==> config.mk <==
export PLATFORM = sky130hd
export DESIGN_NAME = arb_req_gen_flat
export DESIGN_NICKNAME = d
export VERILOG_FILES = /design/src/rtl/arb_req_gen_if.sv /design/src/rtl/arb_req_gen.sv /design/src/flat_wrapper.sv
export SDC_FILE = /design/constraint.sdc
export NUM_CORES = 1
export LEC_CHECK = 0
export ABC_AREA = 1
export CAP_MARGIN = 0
export CORE_ASPECT_RATIO = 0.75
export CORE_MARGIN = 2
export CORE_UTILIZATION = 52
export CTS_CLUSTER_DIAMETER = 40
export CTS_CLUSTER_SIZE = 12
export DETAILED_ROUTE_END_ITERATION = 10
export GPL_ROUTABILITY_DRIVEN = 0
export GPL_TIMING_DRIVEN = 0
export PLACE_DENSITY = 0.73
export SETUP_SLACK_MARGIN = 0.2
export SLEW_MARGIN = 5
export SYNTH_ARGS = -nofsm -noshare
export SYNTH_HDL_FRONTEND = slang
export SYNTH_SLANG_ARGS = --single-unit
export TNS_END_PERCENT = 100
==> constraint.sdc <==
create_clock -name clk -period 2.06 [get_ports clk]
set_clock_uncertainty 0.2 [all_clocks]
set_input_delay 0.515 -clock clk [delete_from_list [all_inputs] [get_ports clk]]
set_output_delay 0.515 -clock clk [all_outputs]
set_load 0.1 [all_outputs]
==> src/rtl/arb_req_gen_if.sv <==
// Request/grant bundle between channel sources, the round-robin arbiter and arb_req_gen.
// The slave side is arb_req_gen; the master side drives push/grant and observes the rest.
interface arb_req_gen_if #(
  parameter int N = 3
);
  localparam int CH_W = (N > 1) ? $clog2(N) : 1;

  logic [N-1:0]    push;
  logic [N-1:0]    grant;
  logic [N-1:0]    full;
  logic [N-1:0]    req_vld;
  logic [N-1:0]    starve;
  logic            out_vld;
  logic [CH_W-1:0] out_ch;
  logic            err;

  modport master (
    output push, grant,
    input  full, req_vld, starve, out_vld, out_ch, err
  );

  modport slave (
    input  push, grant,
    output full, req_vld, starve, out_vld, out_ch, err
  );
endinterface

==> src/rtl/arb_req_gen.sv <==
// Requester side of the round-robin arbiter: per-channel pending counters, retire reporting
// and starvation flags. Define ARB_REQ_CHK_EN to compile in the sticky grant protocol checker.
module arb_req_gen #(
  parameter int N          = 3,
  parameter int CNT_W      = 4,
  parameter int STARVE_LIM = 16
) (
  input  logic          clk,
  input  logic          rst,
  arb_req_gen_if.slave  bus
);
  localparam int CH_W   = (N > 1) ? $clog2(N) : 1;
  localparam int WAIT_W = $clog2(STARVE_LIM + 1);
  localparam logic [CNT_W-1:0]  CNT_MAX  = '1;
  localparam logic [WAIT_W-1:0] WAIT_LIM = WAIT_W'(STARVE_LIM);

  logic [CNT_W-1:0]  r_cnt      [N];
  logic [CNT_W-1:0]  w_cnt_nxt  [N];
  logic [WAIT_W-1:0] r_wait     [N];
  logic [WAIT_W-1:0] w_wait_nxt [N];
  logic [N-1:0]      r_starve;
  logic [N-1:0]      w_starve_nxt;
  logic [N-1:0]      w_req;
  logic [N-1:0]      w_full;
  logic [N-1:0]      w_acc;
  logic              r_out_vld;
  logic              w_out_vld_nxt;
  logic [CH_W-1:0]   r_out_ch;
  logic [CH_W-1:0]   w_out_ch_nxt;

  // Status is decoded purely from the counters, so no input reaches req_vld/full combinationally.
  always_comb begin
    w_req  = '0;
    w_full = '0;
    for (int i = 0; i < N; i++) begin
      w_req[i]  = (r_cnt[i] != '0);
      w_full[i] = (r_cnt[i] == CNT_MAX);
    end
  end

  assign w_acc = bus.grant & w_req;

  always_comb begin
    for (int i = 0; i < N; i++) begin
      w_cnt_nxt[i] = r_cnt[i];
      case ({bus.push[i], w_acc[i]})
        2'b10:   if (!w_full[i]) w_cnt_nxt[i] = r_cnt[i] + CNT_W'(1);
        2'b01:   w_cnt_nxt[i] = r_cnt[i] - CNT_W'(1);
        default: w_cnt_nxt[i] = r_cnt[i];
      endcase
    end
  end

  // starve is one cycle behind the saturated wait count, but drops on the accepting edge.
  always_comb begin
    w_starve_nxt = '0;
    for (int i = 0; i < N; i++) begin
      w_wait_nxt[i] = r_wait[i];
      if (!w_req[i] || w_acc[i]) begin
        w_wait_nxt[i] = '0;
      end else if (r_wait[i] != WAIT_LIM) begin
        w_wait_nxt[i] = r_wait[i] + WAIT_W'(1);
      end
      w_starve_nxt[i] = (r_wait[i] == WAIT_LIM) && w_req[i] && !w_acc[i];
    end
  end

  // Scan from the top so the lowest accepted channel wins.
  always_comb begin
    w_out_vld_nxt = |w_acc;
    w_out_ch_nxt  = r_out_ch;
    for (int i = N - 1; i >= 0; i--) begin
      if (w_acc[i]) w_out_ch_nxt = CH_W'(i);
    end
  end

  always_ff @(posedge clk) begin
    if (rst) begin
      for (int i = 0; i < N; i++) begin
        r_cnt[i]  <= '0;
        r_wait[i] <= '0;
      end
      r_starve  <= '0;
      r_out_vld <= 1'b0;
      r_out_ch  <= '0;
    end else begin
      for (int i = 0; i < N; i++) begin
        r_cnt[i]  <= w_cnt_nxt[i];
        r_wait[i] <= w_wait_nxt[i];
      end
      r_starve  <= w_starve_nxt;
      r_out_vld <= w_out_vld_nxt;
      r_out_ch  <= w_out_ch_nxt;
    end
  end

  assign bus.req_vld = w_req;
  assign bus.full    = w_full;
  assign bus.starve  = r_starve;
  assign bus.out_vld = r_out_vld;
  assign bus.out_ch  = r_out_ch;

`ifdef ARB_REQ_CHK_EN
  logic r_err;
  logic w_multi;
  logic w_orphan;

  assign w_multi  = (bus.grant != '0) && ((bus.grant & (bus.grant - N'(1))) != '0);
  assign w_orphan = |(bus.grant & ~w_req);

  always_ff @(posedge clk) begin
    if (rst) begin
      r_err <= 1'b0;
    end else begin
      r_err <= r_err | w_multi | w_orphan;
    end
  end

  assign bus.err = r_err;
`else
  assign bus.err = 1'b0;
`endif
endmodule

==> src/flat_wrapper.sv <==
// flat-port wrapper written by rule: the top's interface ports become plain ports
module arb_req_gen_flat 
#(
  parameter int N          = 3,
  parameter int CNT_W      = 4,
  parameter int STARVE_LIM = 16
)
  (clk, rst, bus_push, bus_grant, bus_full, bus_req_vld, bus_starve, bus_out_vld, bus_out_ch, bus_err);
  arb_req_gen_if #(.N(N)) bus_i ();
  input  logic clk;
  input  logic rst;
  input wire logic [$bits(bus_i.push)-1:0] bus_push;
  input wire logic [$bits(bus_i.grant)-1:0] bus_grant;
  output wire logic [$bits(bus_i.full)-1:0] bus_full;
  output wire logic [$bits(bus_i.req_vld)-1:0] bus_req_vld;
  output wire logic [$bits(bus_i.starve)-1:0] bus_starve;
  output wire logic [$bits(bus_i.out_vld)-1:0] bus_out_vld;
  output wire logic [$bits(bus_i.out_ch)-1:0] bus_out_ch;
  output wire logic [$bits(bus_i.err)-1:0] bus_err;
  assign bus_i.push = bus_push;
  assign bus_i.grant = bus_grant;
  assign bus_full = bus_i.full;
  assign bus_req_vld = bus_i.req_vld;
  assign bus_starve = bus_i.starve;
  assign bus_out_vld = bus_i.out_vld;
  assign bus_out_ch = bus_i.out_ch;
  assign bus_err = bus_i.err;
  arb_req_gen #(.N(N), .CNT_W(CNT_W), .STARVE_LIM(STARVE_LIM)) u_core (.clk(clk), .rst(rst), .bus(bus_i));
endmodule
==> impl_metrics.tcl, run 1 <==
set metrics [dict create \
    outcome "completed" \
    critical_path.top_delay_family "buffers and inverters" \
    root_buffer "clkbuf_8" \
    endpoint "u_core.r_cnt[0][2]$_SDFFE_PP0P_" \
    utilization 0.712 \
    crit_path_max_incr_delay_ns 0.26 \
    port_buffers 18 \
    path_buf_inv 5 \
    multi_input_area_um2 1070 \
    cts.sinks 33 \
    endpoint_kind "register" \
    num_vias 1623 \
    track_usage 0.202 \
    dieArea_um2 4030 \
    drv_cap 0 \
    final-hold-violation-count 0 \
    grt_pass1_vias 1381 \
    p_leak_nw 1.12 \
    drive_gt1_frac 0.274 \
    yosys-top-cells-area "dfxtp_1 36%, nand2_1 10%, inv_1 8.6%" \
    clk_pin_slew_ns 0.07 \
    start_util 0.551 \
    wl_um 3910 \
    grt_pass1_wl_um 6260 \
    drt_pass1_iterations 4 \
    critPathLaunch "bus_push[0]" \
    detailed_place_hpwl_um 2550 \
    post-route-min-period_ns 1.85 \
    reg2reg_to "u_core.r_cnt[0][2]$_SDFFE_PP0P_" \
    die_x_um 72.6 \
    cts_made_buffers 5 \
    relSlewSlack 0.657 \
    crit_fanout 4 \
    maxSlewViolCount 0 \
    viasPerCell 4.99 \
    nets 301 \
    mostFrequentLayoutCell "nand2_1" \
    crit_arrival_ns 1.85 \
    r2r_start "u_core.r_cnt[0][1]$_SDFFE_PP0P_" \
    antenna_found_initial 0 \
    setup_viol 0 \
    powerDensity_nw_per_um2 1120 \
    grt_max_degree 11 \
    io_pins 21 \
    dp.cells 307 \
    r2r_slack_ns 0.23 \
    htreeDepth 2 \
    grt_overflow 0 \
    syn_nets 266 \
    path_depth 11 \
    synth_area_um2 1840 \
    ys_seq_area_frac 0.360 \
    crit_chain "dlygate4sd2_1 > inv_2 > nand4_1 > nand2_2 > inv_2 > ha_2 > inv_2 > nand2_2 > xnor2_1 > o211ai_1 > inv_1" \
    cp_slowest_cell "dlygate4sd2_1" \
    fmax_mhz 540 \
    worst-setup-path-type "in -> reg" \
    clkLatencyLatePin_ns 0.30 \
    seq_area_um2 693 \
    netlist_instances 249 \
    path_common_cell "inv_2" \
    antennaDiodeCount 0 \
    synth.avg_cell_area_um2 7.38 \
    yosys.area.top_type "dfxtp_1" \
    worstMarginPinSlew_ns 0.514 \
    peakVddDrop_v 0.000835 \
    min_path_type "reg -> reg" \
    crit_path_start_kind "input pin" \
    synth.distinct_cells 29 \
    wl_per_cell_um 12.0 \
    final_cell_mix "44 x nand2_1, 35 x inv_1, 21 x nor2_1, 21 x dfxtp_1, 18 x nand3_1" \
    fillers 274 \
    ys_ff_latch 33 \
    ant_nets 0 \
    cts_tree "built" \
    drtIter0Drc 104 \
    rr_worst_depth 11 \
    drcViolationCount 0 \
    row_count 18 \
    fin_cells 325 \
    die_h_um 55.5 \
    fin_crit_sh 0.900 \
    synthToLayoutAreaGrowth_pct 29.3 \
    yosysTopAreaCellShare 0.360 \
    rsz0062_at_grt "true" \
    cts_buffer_depth 2 \
    synth_warnings 0 \
    core_area_um2 3330 \
    cp.required_ns 2.05 \
]
[worst reg2reg max path: stages (launching register included)]
cell	delay, ns
dfxtp_2	0.40
nor2_4	0.06
nand2_8	0.09
nand4_1	0.19
nand2_2	0.13
inv_2	0.04
ha_2	0.17
inv_2	0.05
nand2_2	0.05
xnor2_1	0.11
o211ai_1	0.19
inv_1	0.06
[layout make-up]
cell class              instances  area share
multi-input cells             171       0.452
repair buffers                 28       0.113
well taps                      40      0.0211
plain buffers                   2     0.00474
inverters                      43      0.0680
flip-flops and latches         33       0.292
clock buffers                   7      0.0364
clock inverters                 1      0.0126
[cells in the mapped netlist]
master	n
dfxtp_1	33
nor3_1	3
nand2_2	7
buf_4	1
xnor2_1	5
inv_1	42
nand3_4	2
a211oi_1	3
ha_1	9
nand3b_4	1
clkbuf_1	1
nand2_1	49
nor2_1	22
inv_2	1
conb_1	1
xor2_1	10
o21bai_1	2
a31oi_1	1
a21oi_2	1
nand3_2	1
a21oi_1	7
nand3b_1	1
o211ai_1	3
nand4_1	7
nor2_2	4
o21bai_2	1
o21ai_0	11
nand2_4	2
nand3_1	18
[per-layer routing]
metal / part of all wire / up-vias / track usage
li1: - / 863 / -
met1: 0.49 / 716 / 0.289
met2: 0.44 / 37 / 0.270
met3: 0.051 / 7 / 0.0821
met4: 0.015 / 0 / 0.0714
met5: 0 / - / 0
[worst min path at each step]
stage                                      startpoint                                end  slack [ns]  cells past startpoint
detailed placement  u_core.bus.out_ch[0]$_SDFFE_PP0P_  u_core.bus.out_ch[0]$_SDFFE_PP0P_        0.25                      2
CTS                 u_core.bus.out_ch[0]$_SDFFE_PP0P_  u_core.bus.out_ch[0]$_SDFFE_PP0P_        0.26                      2
finish              u_core.bus.out_ch[0]$_SDFFE_PP0P_  u_core.bus.out_ch[0]$_SDFFE_PP0P_        0.27                      2
global placement    u_core.bus.out_ch[0]$_SDFFE_PP0P_  u_core.bus.out_ch[0]$_SDFFE_PP0P_        0.27                      2
floorplan            u_core.r_wait[0][1]$_SDFFE_PP0P_   u_core.r_wait[0][1]$_SDFFE_PP0P_        0.26                      2
global route        u_core.bus.out_ch[0]$_SDFFE_PP0P_  u_core.bus.out_ch[0]$_SDFFE_PP0P_        0.31                      2
[through the flow]
stage | total power, mW | TNS (ns) | instance area [µm²] | hold slack [ns] | setup slack, ns
2_1_floorplan | 1.65 | 0 | 1890 | 0.255 | 0.0589
3_3_place_gp | 1.84 | -4.40 | 2120 | 0.266 | -0.479
3_5_place_dp | 1.85 | -4.48 | 2120 | 0.249 | -0.478
4_1_cts | 2.54 | 0 | 2270 | 0.263 | 0.121
5_1_grt | 2.80 | 0 | 2370 | 0.313 | 0.0767
6_report | 2.65 | 0 | 2370 | 0.271 | 0.207
[sequential cells by signal, indices dropped and copies added, names as in the netlist]
register,cells
u_core.bus.out_ch,2
u_core.r_cnt,12
u_core.bus.out_vld,1
u_core.r_wait,15
u_core.bus.starve,3
[repair_timing]
item | in CTS | in global routing
gates resized for setup | 90 | 30
setup endpoints to repair | 18 | 12
setup buffers | 2 | 8
hold buffers | 0 | 0
pin swaps | 2 | 12
[cell families after synthesis]
logic type / synth area share
simple gates: 0.315
buf+inv: 0.0940
flops: 0.360
compound gates: 0.0960
xor+xnor: 0.0715
fa+ha+maj: 0.0613
other cells: 0.00204
[power by group]
group,switching (mW),total [mW],internal (mW)
Clock,0.253,0.647,0.394
Combinational,0.747,1.15,0.403
Sequential,0.121,0.856,0.736
Total,1.12,2.65,1.53
Note: power is estimated with default switching activity, not from simulation.
==> inputs of run 2 (changes only) <==
- ABC_AREA: 1 -> default
- clock period: 2.06 -> 1.8 ns (I/O delays scaled with it)
==> impl_metrics.tcl, run 2 <==
set metrics [dict create \
    outcome "finished with violations" \
    violations "negative setup slack" \
    synthToLayoutAreaGrowth_pct 48.7 \
    antenna_found_initial 0 \
    setup_slack_ns -0.649 \
    cts_tree "built" \
    detailed_place.area_um2 2030 \
    pre_cts_ws_ns -1.16 \
    crit_arrival_ns 2.43 \
    wl_um 4270 \
    power_frac_seq 0.311 \
    clk_pin_slew_ns 0.07 \
    rsz0062_at_grt "true" \
    worst-setup-path-type "reg -> reg" \
    syn_nets 210 \
    ys_ff_latch 33 \
    endpoint_kind "register" \
    synthAdderAreaFrac 0.0653 \
    htreeDepth 2 \
    clkLatencyLatePin_ns 0.29 \
    p_clk_frac 0.237 \
    p_comb_frac 0.452 \
    path_buf_inv 0 \
    start_util 0.536 \
    dieArea_um2 3800 \
    yosysMostFrequentCell "dfxtp_1" \
    synth.distinct_cells 40 \
    detailed_place_hpwl_um 2400 \
    core_area_um2 3220 \
    grt_overflow 0 \
    synth_top_family_by_area "simple AND/OR/NAND/NOR gates" \
    final-hold-violation-count 0 \
    drt_pass1_iterations 4 \
    fmax_mhz 408 \
    drive_gt1_frac 0.438 \
    grt_pass1_wl_um 6280 \
    p_switching_mw 1.10 \
    synthXorXnorAreaFrac 0.0711 \
    wl_per_cell_um 15.1 \
    final_cell_mix "20 x buf_4, 20 x dfxtp_1, 19 x nor2_1, 10 x buf_6, 9 x inv_1" \
    yosys-top-cells-area "dfxtp_1 38%, ha_1 6.5%, nor2_1 4.1%" \
    cts_made_buffers 5 \
    antennaDiodeCount 0 \
    yosys.area_share.simple 0.236 \
    crit_path_max_incr_delay_ns 0.41 \
    root_buffer "clkbuf_8" \
    crit_path_start_kind "register" \
    nets 258 \
    ys_seq_area_frac 0.383 \
    p_int_mw 1.78 \
    final_area_um2 2560 \
    utilization 0.796 \
    die_x_um 70.5 \
    post-route-min-period_ns 2.45 \
    row_count 18 \
    viasPerCell 5.58 \
    track_usage 0.220 \
    io_pins 21 \
    largest_reg_flops 15 \
    synth_mux_area_frac 0.0428 \
    cts_buffer_depth 2 \
    drv_cap 0 \
    cts.sinks 33 \
    maxSlewViolCount 0 \
    ant_nets 0 \
    cp_slowest_cell "or4_4" \
    synth_compound_area_frac 0.157 \
    synth.avg_cell_area_um2 8.94 \
    p_sw_frac 0.383 \
    crit_chain "nor4_4 > nor2_1 > xor2_1 > ha_2 > or4_4 > a211oi_2 > mux2_1" \
    synth_warnings 0 \
    crit_fanout 9 \
    fin_crit_sh 1.36 \
    drcViolationCount 0 \
    drtIter0Drc 95 \
    yosys.area.top_type "dfxtp_1" \
    critical_path.top_delay_family "simple AND/OR/NAND/NOR gates" \
    powerDensity_nw_per_um2 1120 \
    netlist_instances 193 \
    min_path_type "reg -> reg" \
    port_buffers 19 \
    grt_max_degree 12 \
    p_leak_nw 1.02 \
    synthTopCellsByCount "33 x dfxtp_1, 19 x nor2_1, 11 x inv_1" \
    die_h_um 53.9 \
    cp.required_ns 1.78 \
    largest_register "u_core.r_wait" \
    yosysTopAreaCellShare 0.383 \
    num_vias 1574 \
    async_flop_share 0 \
    ys.flop_type "dfxtp_1" \
    peakVddDrop_v 0.000870 \
    grt_pass1_vias 1393 \
    setup_viol 15 \
    synth_area_um2 1730 \
    synth_edf_count 0 \
]
[run 2: cell count changes after synthesis, moves of 5 or more]
cell,change
inv_1,-31
nand2_1,-42
nand2_2,-7
nand3_1,-10
nand4_1,-7
nor2b_1,+6
nor3_1,+5
or3_1,+5
[run 2: cell type report]
class	instances	area [µm²]
fill	183	656
tap	40	50.0
clock buffer	7	108
sequential	33	689
inverter	11	43.8
buffer	7	52.6
clock inverter	1	6.26
multi-input combinational	142	1190
timing repair buffer	41	424
[run 2: final timing paths]
path / slack (ns) / cells after the start / end / startpoint
worst max-delay path: -0.65 / 7 / u_core.r_cnt[0][2]$_SDFFE_PP0P_ / u_core.r_cnt[0][0]$_SDFFE_PP0P_
worst min-delay path: 0.27 / 2 / u_core.bus.out_ch[1]$_SDFFE_PP0N_ / u_core.bus.out_ch[1]$_SDFFE_PP0N_
worst max register to register: -0.65 / 7 / u_core.r_cnt[0][2]$_SDFFE_PP0P_ / u_core.r_cnt[0][0]$_SDFFE_PP0P_
worst min register to register: 0.27 / 2 / u_core.bus.out_ch[1]$_SDFFE_PP0N_ / u_core.bus.out_ch[1]$_SDFFE_PP0N_
[run 2: power by group through the flow]
stage / sequential (mW) / combinational [mW] / clock [mW]
after floorplan: 0.982 / 0.598 / 0
after global placement: 0.894 / 0.854 / 0
after detailed placement: 0.899 / 0.874 / 0
after CTS: 0.891 / 1.07 / 0.693
after global routing: 0.903 / 1.39 / 0.719
final: 0.895 / 1.30 / 0.682
[run 2: stage by stage]
step           TNS (ns)  cells  hold WS [ns]  power (mW)
2_1_floorplan     -1.39    193         0.279        1.58
3_3_place_gp     -15.10    252         0.262        1.75
3_5_place_dp     -16.54    252         0.276        1.77
4_1_cts           -2.83    269         0.271        2.66
5_1_grt           -4.39    282         0.308        3.01
6_report          -3.34    282         0.274        2.88
[run 2: cells by family after synthesis]
family / Yosys count
other: 1
AND/OR/NAND/NOR: 73
adder cells (fa/ha/maj): 9
multiplexers: 7
flip-flops: 33
AO/OA/AOI/OAI: 38
XOR/XNOR: 14
buffers and inverters: 18
[run 2: what timing repair did]
action                     in CTS  in global routing
setup endpoints to repair      41                 27
setup buffers                   9                 13
pin swaps                      11                 15
hold buffers                    0                  0
gates resized for setup       133                 35
[run 2: worst register-to-register path: stages, from the launching register on]
cell	delay, ns
dfxtp_4	0.39
nor4_4	0.30
nor2_1	0.11
xor2_1	0.16
ha_2	0.18
or4_4	0.41
a211oi_2	0.25
mux2_1	0.34
[run 2: layer usage]
metal,global-route usage,routed length (µm)
met1,0.264,1900
met2,0.368,2170
met3,0.0581,146
met4,0.119,47
met5,0,0
